$ cat config.mk
export PLATFORM = sky130hd
export DESIGN_NAME = fir_out_buffer
export DESIGN_NICKNAME = d
export VERILOG_FILES = /design/src/rtl/fir_out_buffer.sv
export SDC_FILE = /design/constraint.sdc
export NUM_CORES = 1
export LEC_CHECK = 0
export ABC_CLOCK_PERIOD_IN_PS = 2700
export CAP_MARGIN = 20
export CORE_AREA = 2 2 115 89
export CTS_CLUSTER_SIZE = 16
export DETAILED_ROUTE_END_ITERATION = 6
export DIE_AREA = 0 0 117 91
export HOLD_SLACK_MARGIN = 0.03
export PLACE_DENSITY = 0.81
export REMOVE_ABC_BUFFERS = 1
export SETUP_SLACK_MARGIN = 0.05
export SLEW_MARGIN = 20
export SYNTH_ARGS = -nofsm -noshare
export SYNTH_HDL_FRONTEND = slang
export SYNTH_SLANG_ARGS = --single-unit
$ cat constraint.sdc
create_clock -name clk -period 2.7 [get_ports clk]
set_input_delay 0.54 -clock clk [delete_from_list [all_inputs] [get_ports clk]]
set_output_delay 0.54 -clock clk [all_outputs]
set_load 0.05 [all_outputs]
$ cat src/rtl/fir_out_buffer.sv
// Output stage behind the FIR accumulator: rounds, shifts and saturates each result,
// then queues it in a small FIFO drained over a valid/ready handshake.
module fir_out_buffer #(
    parameter int unsigned ACC_W = 40,
    parameter int unsigned OUT_W = 16,
    parameter int unsigned SHIFT = 15,
    parameter int unsigned DEPTH = 4
) (
    input  logic                         clk,
    input  logic                         rst_n,
    input  logic                         fir_valid,
    input  logic signed [ACC_W-1:0]      fir_data,
    output logic                         m_valid,
    input  logic                         m_ready,
    output logic signed [OUT_W-1:0]      m_data,
    output logic [$clog2(DEPTH+1)-1:0]   level,
    output logic                         full,
    output logic                         overflow,
    input  logic                         clr_ovf
);

    localparam int unsigned PtrW  = $clog2(DEPTH);
    localparam int unsigned LvlW  = $clog2(DEPTH + 1);
    localparam int unsigned RndSh = (SHIFT == 0) ? 0 : SHIFT - 1;

    localparam logic signed [ACC_W:0] One    = {{ACC_W{1'b0}}, 1'b1};
    localparam logic signed [ACC_W:0] RoundC = (SHIFT == 0) ? '0 : (One << RndSh);
    localparam logic signed [ACC_W:0] SatMax = {{(ACC_W + 2 - OUT_W){1'b0}}, {(OUT_W - 1){1'b1}}};
    localparam logic signed [ACC_W:0] SatMin = {{(ACC_W + 2 - OUT_W){1'b1}}, {(OUT_W - 1){1'b0}}};

    logic signed [ACC_W:0]   sum;
    logic signed [ACC_W:0]   shifted;
    logic signed [OUT_W-1:0] sat_val;

    logic                    s_v_q;
    logic signed [OUT_W-1:0] s_r_q;
    logic [OUT_W-1:0]        mem_q [DEPTH];
    logic [PtrW-1:0]         wr_ptr_q;
    logic [PtrW-1:0]         rd_ptr_q;
    logic [LvlW-1:0]         level_q;
    logic [LvlW-1:0]         level_d;
    logic                    ovf_q;
    logic                    ovf_d;

    logic pop;
    logic push;
    logic drop;

    // One extra bit of headroom keeps the rounding add from wrapping.
    always_comb begin
        sum     = $signed({fir_data[ACC_W-1], fir_data}) + RoundC;
        shifted = sum >>> SHIFT;
        if (shifted > SatMax) begin
            sat_val = SatMax[OUT_W-1:0];
        end else if (shifted < SatMin) begin
            sat_val = SatMin[OUT_W-1:0];
        end else begin
            sat_val = shifted[OUT_W-1:0];
        end
    end

    // A pop in the same cycle frees the slot, so a push at full is still accepted.
    assign pop  = (level_q != '0) & m_ready;
    assign push = s_v_q & ((level_q < LvlW'(DEPTH)) | pop);
    assign drop = s_v_q & ~push;

    always_comb begin
        level_d = level_q;
        if (push & ~pop) begin
            level_d = level_q + LvlW'(1);
        end else if (pop & ~push) begin
            level_d = level_q - LvlW'(1);
        end
        ovf_d = ovf_q;
        if (drop) begin
            ovf_d = 1'b1;
        end else if (clr_ovf) begin
            ovf_d = 1'b0;
        end
    end

    always_ff @(posedge clk or negedge rst_n) begin
        if (!rst_n) begin
            s_v_q    <= 1'b0;
            s_r_q    <= '0;
            wr_ptr_q <= '0;
            rd_ptr_q <= '0;
            level_q  <= '0;
            ovf_q    <= 1'b0;
            for (int i = 0; i < int'(DEPTH); i++) begin
                mem_q[i] <= '0;
            end
        end else begin
            s_v_q <= fir_valid;
            if (fir_valid) begin
                s_r_q <= sat_val;
            end
            if (push) begin
                mem_q[wr_ptr_q] <= s_r_q;
                wr_ptr_q        <= wr_ptr_q + PtrW'(1);
            end
            if (pop) begin
                rd_ptr_q <= rd_ptr_q + PtrW'(1);
            end
            level_q <= level_d;
            ovf_q   <= ovf_d;
        end
    end

    assign m_valid  = (level_q != '0);
    assign m_data   = m_valid ? mem_q[rd_ptr_q] : '0;
    assign level    = level_q;
    assign full     = (level_q == LvlW'(DEPTH));
    assign overflow = ovf_q;

endmodule

==> metrics.yaml <==
final_layout:
  drive_above_1_share: 0.2328
  design_area_mm2: 0.005692
  syn2layout_area_growth_pct: 29.60
  antennaDiodeCount: 0
  nets: 571
global_route:
  grt_max_degree: 48
  grt_pass1_vias: 3575
  globalRouteTotalUtil: 0.2098
  antenna_found_initial: 0
  overflow: 0
  grt_first_pass_wirelength_mm: 17.39
drt:
  remaining_drc_errors: 0
  firstDrtPassIters: 5
  vias: 3508
  routed_wl_mm: 10.52
  ant_nets: 0
  wl_per_cell_um: 16.04
  routed_via_density: 5.348
  first_iter_violations: 254
yosys:
  synth_cell_types: 48
  synth_top_family_by_area: "simple AND/OR/NAND/NOR gates"
  synth_seq_area_share: 0.5071
  synth_compound_area_frac: 0.1288
  netlist_instances: 434
  ys_warn_count: 0
  synthXorXnorAreaFrac: 0.03989
  syn-cell-area_mm2: 0.004392
  synthSimpleGateAreaFrac: 0.1618
  synthAdderAreaFrac: 0.02165
  synth-seq-cells: 89
  synth.area.mux_share: 0.09744
  syn_avg_cell_area_um2: 10.12
worst_setup_path:
  ff2ff_setup_slack_ps: 390
  r2r_start: "level[2]"
  start_kind: "primary input"
  end_kind: "register"
  cp_max_fo: 5
  worstPathArrival_ps: 2800
  rr_worst_depth: 8
  r2r-end: "level[2]"
  cp.required_ps: 2910
  criticalPathCategory: "primary input to register"
clocking:
  cts_sinks: 89
  cts_buffers: 9
  max-clock-path-buffers: 2
  cts_tree: "built"
  cts_root_buf: "clkbuf_16"
  holdBufCountCts: 0
  htree_levels: 3
  path_clk_slew_ps: 70
  clk-insertion-delay-late_ps: 340
die:
  rows: 31
  start_util: 0.4621
  dieHeight_um: 91
  dieArea_mm2: 0.01065
  core-area_mm2: 0.009503
  die_w_um: 117
  io_pins: 67
power_and_ir_drop:
  p_total_mw: 6.301
  switchingPower_mw: 2.641
  combinationalPowerShare: 0.477
  swShare: 0.4191
  p_int_mw: 3.661
  p_per_area_mw_per_mm2: 1107
  leakagePower_nw: 2.562
  clock_power_share: 0.185
  peakVddDrop_v: 0.0003750
  power.share.sequential: 0.337
placement:
  routabilityCongestion: 0.9142
  post-dp-hpwl_mm: 7.267
  dpl-instance-area_mm2: 0.005259
  portBuffers: 52
timing:
  slew_headroom: 0.5952
  post-route-min-period_ps: 2594
  skew_ps: 5.380
  fmax_ghz: 0.3855
  hold_violations: 0
  worstMarginPinSlew_ps: 607.2
  setup_violations: 0
  finalCritPeriodShare: 0.9607
  rsz0062_at_grt: "no"
  slew_violations: 0
worst_hold_path:
  hp-class: "primary input to async pin"
status:
  outcome: "finished, final reports clean"
flow_run:
  max-cap-violations: 0
==> layout by cell type (no fill, tap or decap), types with 3 or more instances in the layout <==
cell type         n
mux4_2           16
mux2_2            6
and2_1           16
o21ai_0          62
nand4_1           5
nor2_2            6
xnor2_1          15
dlymetal6s2s_1    8
nand3_1           7
clkdlybuf4s50_1  25
a21oi_1           3
dfrtp_1          89
o22ai_1          10
ha_1              5
and4_1            3
inv_1            25
nand2_1          79
o221ai_1          5
xor2_1            5
clkbuf_16         9
nor3_1            8
nor2_1           13
buf_4            58
clkinvlp_4        3
==> power groups by stage <==
stage / Clock [mW] / Combinational, mW / Sequential, mW
6_report: 1.17 / 3.01 / 2.12
4_1_cts: 1.18 / 3.02 / 2.12
3_5_place_dp: 0 / 3.01 / 2.14
5_1_grt: 1.24 / 3.26 / 2.19
2_1_floorplan: 0 / 1.94 / 2.25
3_3_place_gp: 0 / 2.94 / 2.10
==> kinds of logic after synthesis <==
family | count (synthesis)
and+or+nand+nor | 153
DFF | 89
AOI/OAI and AO/OA | 96
muxes | 22
xor gates and xnor gates | 20
adders and majority gates | 7
buffers and inverters | 47
==> final cells by class <==
| class | instances | area [um2] |
|---|---|---|
| sequential | 89 | 2227 |
| multi-input combinational | 298 | 2078 |
| timing repair buffer | 96 | 845.8 |
| clock inverter | 7 | 56.30 |
| tap | 132 | 165.2 |
| fill | 775 | 3811 |
| clock buffer | 9 | 225.2 |
| inverter | 25 | 93.84 |
==> state kept, by name, summed over array words and instances, names as in the netlist <==
register,count
wr_ptr_q,2
s_r_q,16
level,3
s_v_q,1
rd_ptr_q,2
overflow,1
mem_q,64
==> routing by layer <==
metal	up-vias	global-route usage	routed length (um)
li1	1684	-	-
met1	1691	0.2962	4789
met2	120	0.3203	4936
met3	13	0.05808	679
met4	0	0.05588	118
met5	-	0	0
==> cell usage after synthesis (all sizes together) <==
master	instances	area share
and3	2	0.0028
a31oi	1	0.0014
mux4	16	0.082
xnor2	15	0.030
and2	16	0.023
a311o	1	0.0023
a21boi	1	0.0017
nor3	9	0.011
mux2	6	0.015
xor2	5	0.010
o21a	1	0.0017
fa	1	0.0046
o22a	1	0.0023
o31ai	2	0.0034
nand2b	1	0.0014
dfrtp	89	0.51
a211o	1	0.0020
o221ai	5	0.010
nand3	7	0.0080
clkbuf	18	0.016
nand2	80	0.068
or3	2	0.0028
buf	4	0.0063
nor4	1	0.0014
a21oi	3	0.0034
nor3b	1	0.0017
nor2	21	0.018
nand4	6	0.010
o21ai	62	0.071
and4	3	0.0060
or2	2	0.0028
a22oi	2	0.0034
o22ai	10	0.014
ha	6	0.017
a31o	1	0.0020
o41ai	2	0.0040
a32o	1	0.0023
or4	2	0.0043
inv	25	0.021
a41oi	1	0.0020
o2111ai	1	0.0020
==> metrics by stage <==
stage	setup TNS [ps]	utilization	setup slack, ps	hold WS, ps	std cells
final	0	0.5989	106.1	216.7	656
after global routing	0	0.5989	26.66	254.1	656
after CTS	0	0.5884	63.48	235.8	654
after detailed placement	-5276	0.5534	-399.9	465.0	637
after global placement	-4157	0.5534	-305.9	456.2	637
after floorplan	-501.5	-	-100.3	244.4	412
==> repair_timing <==
action | in CTS | in global routing
setup buffers | 0 | 2
gates resized for setup | 11 | 23
pin swaps | 2 | 8
gates cloned | 1 | 0
endpoints found under the setup margin | 11 | 15
==> critical path, cell delays in order <==
cell,delay [ps]
clkdlybuf4s50_1,490
nand4_1,150
or4_4,540
a211o_1,300
a22oi_2,220
a41oi_4,190
buf_6,190
nor2_2,110
o22ai_1,70
==> worst max path at each step <==
stage,startpoint,cells past startpoint,end,slack [ps]
after floorplan,fir_data[14],8,s_r_q[0],-100
after CTS,fir_data[21],9,s_r_q[4],60
after global placement,fir_data[14],10,s_r_q[14],-310
after detailed placement,fir_data[18],9,s_r_q[5],-400
final,fir_data[24],9,s_r_q[5],110
after global routing,fir_data[27],9,s_r_q[13],30
No activity file was read; power rests on OpenSTA's default activity.
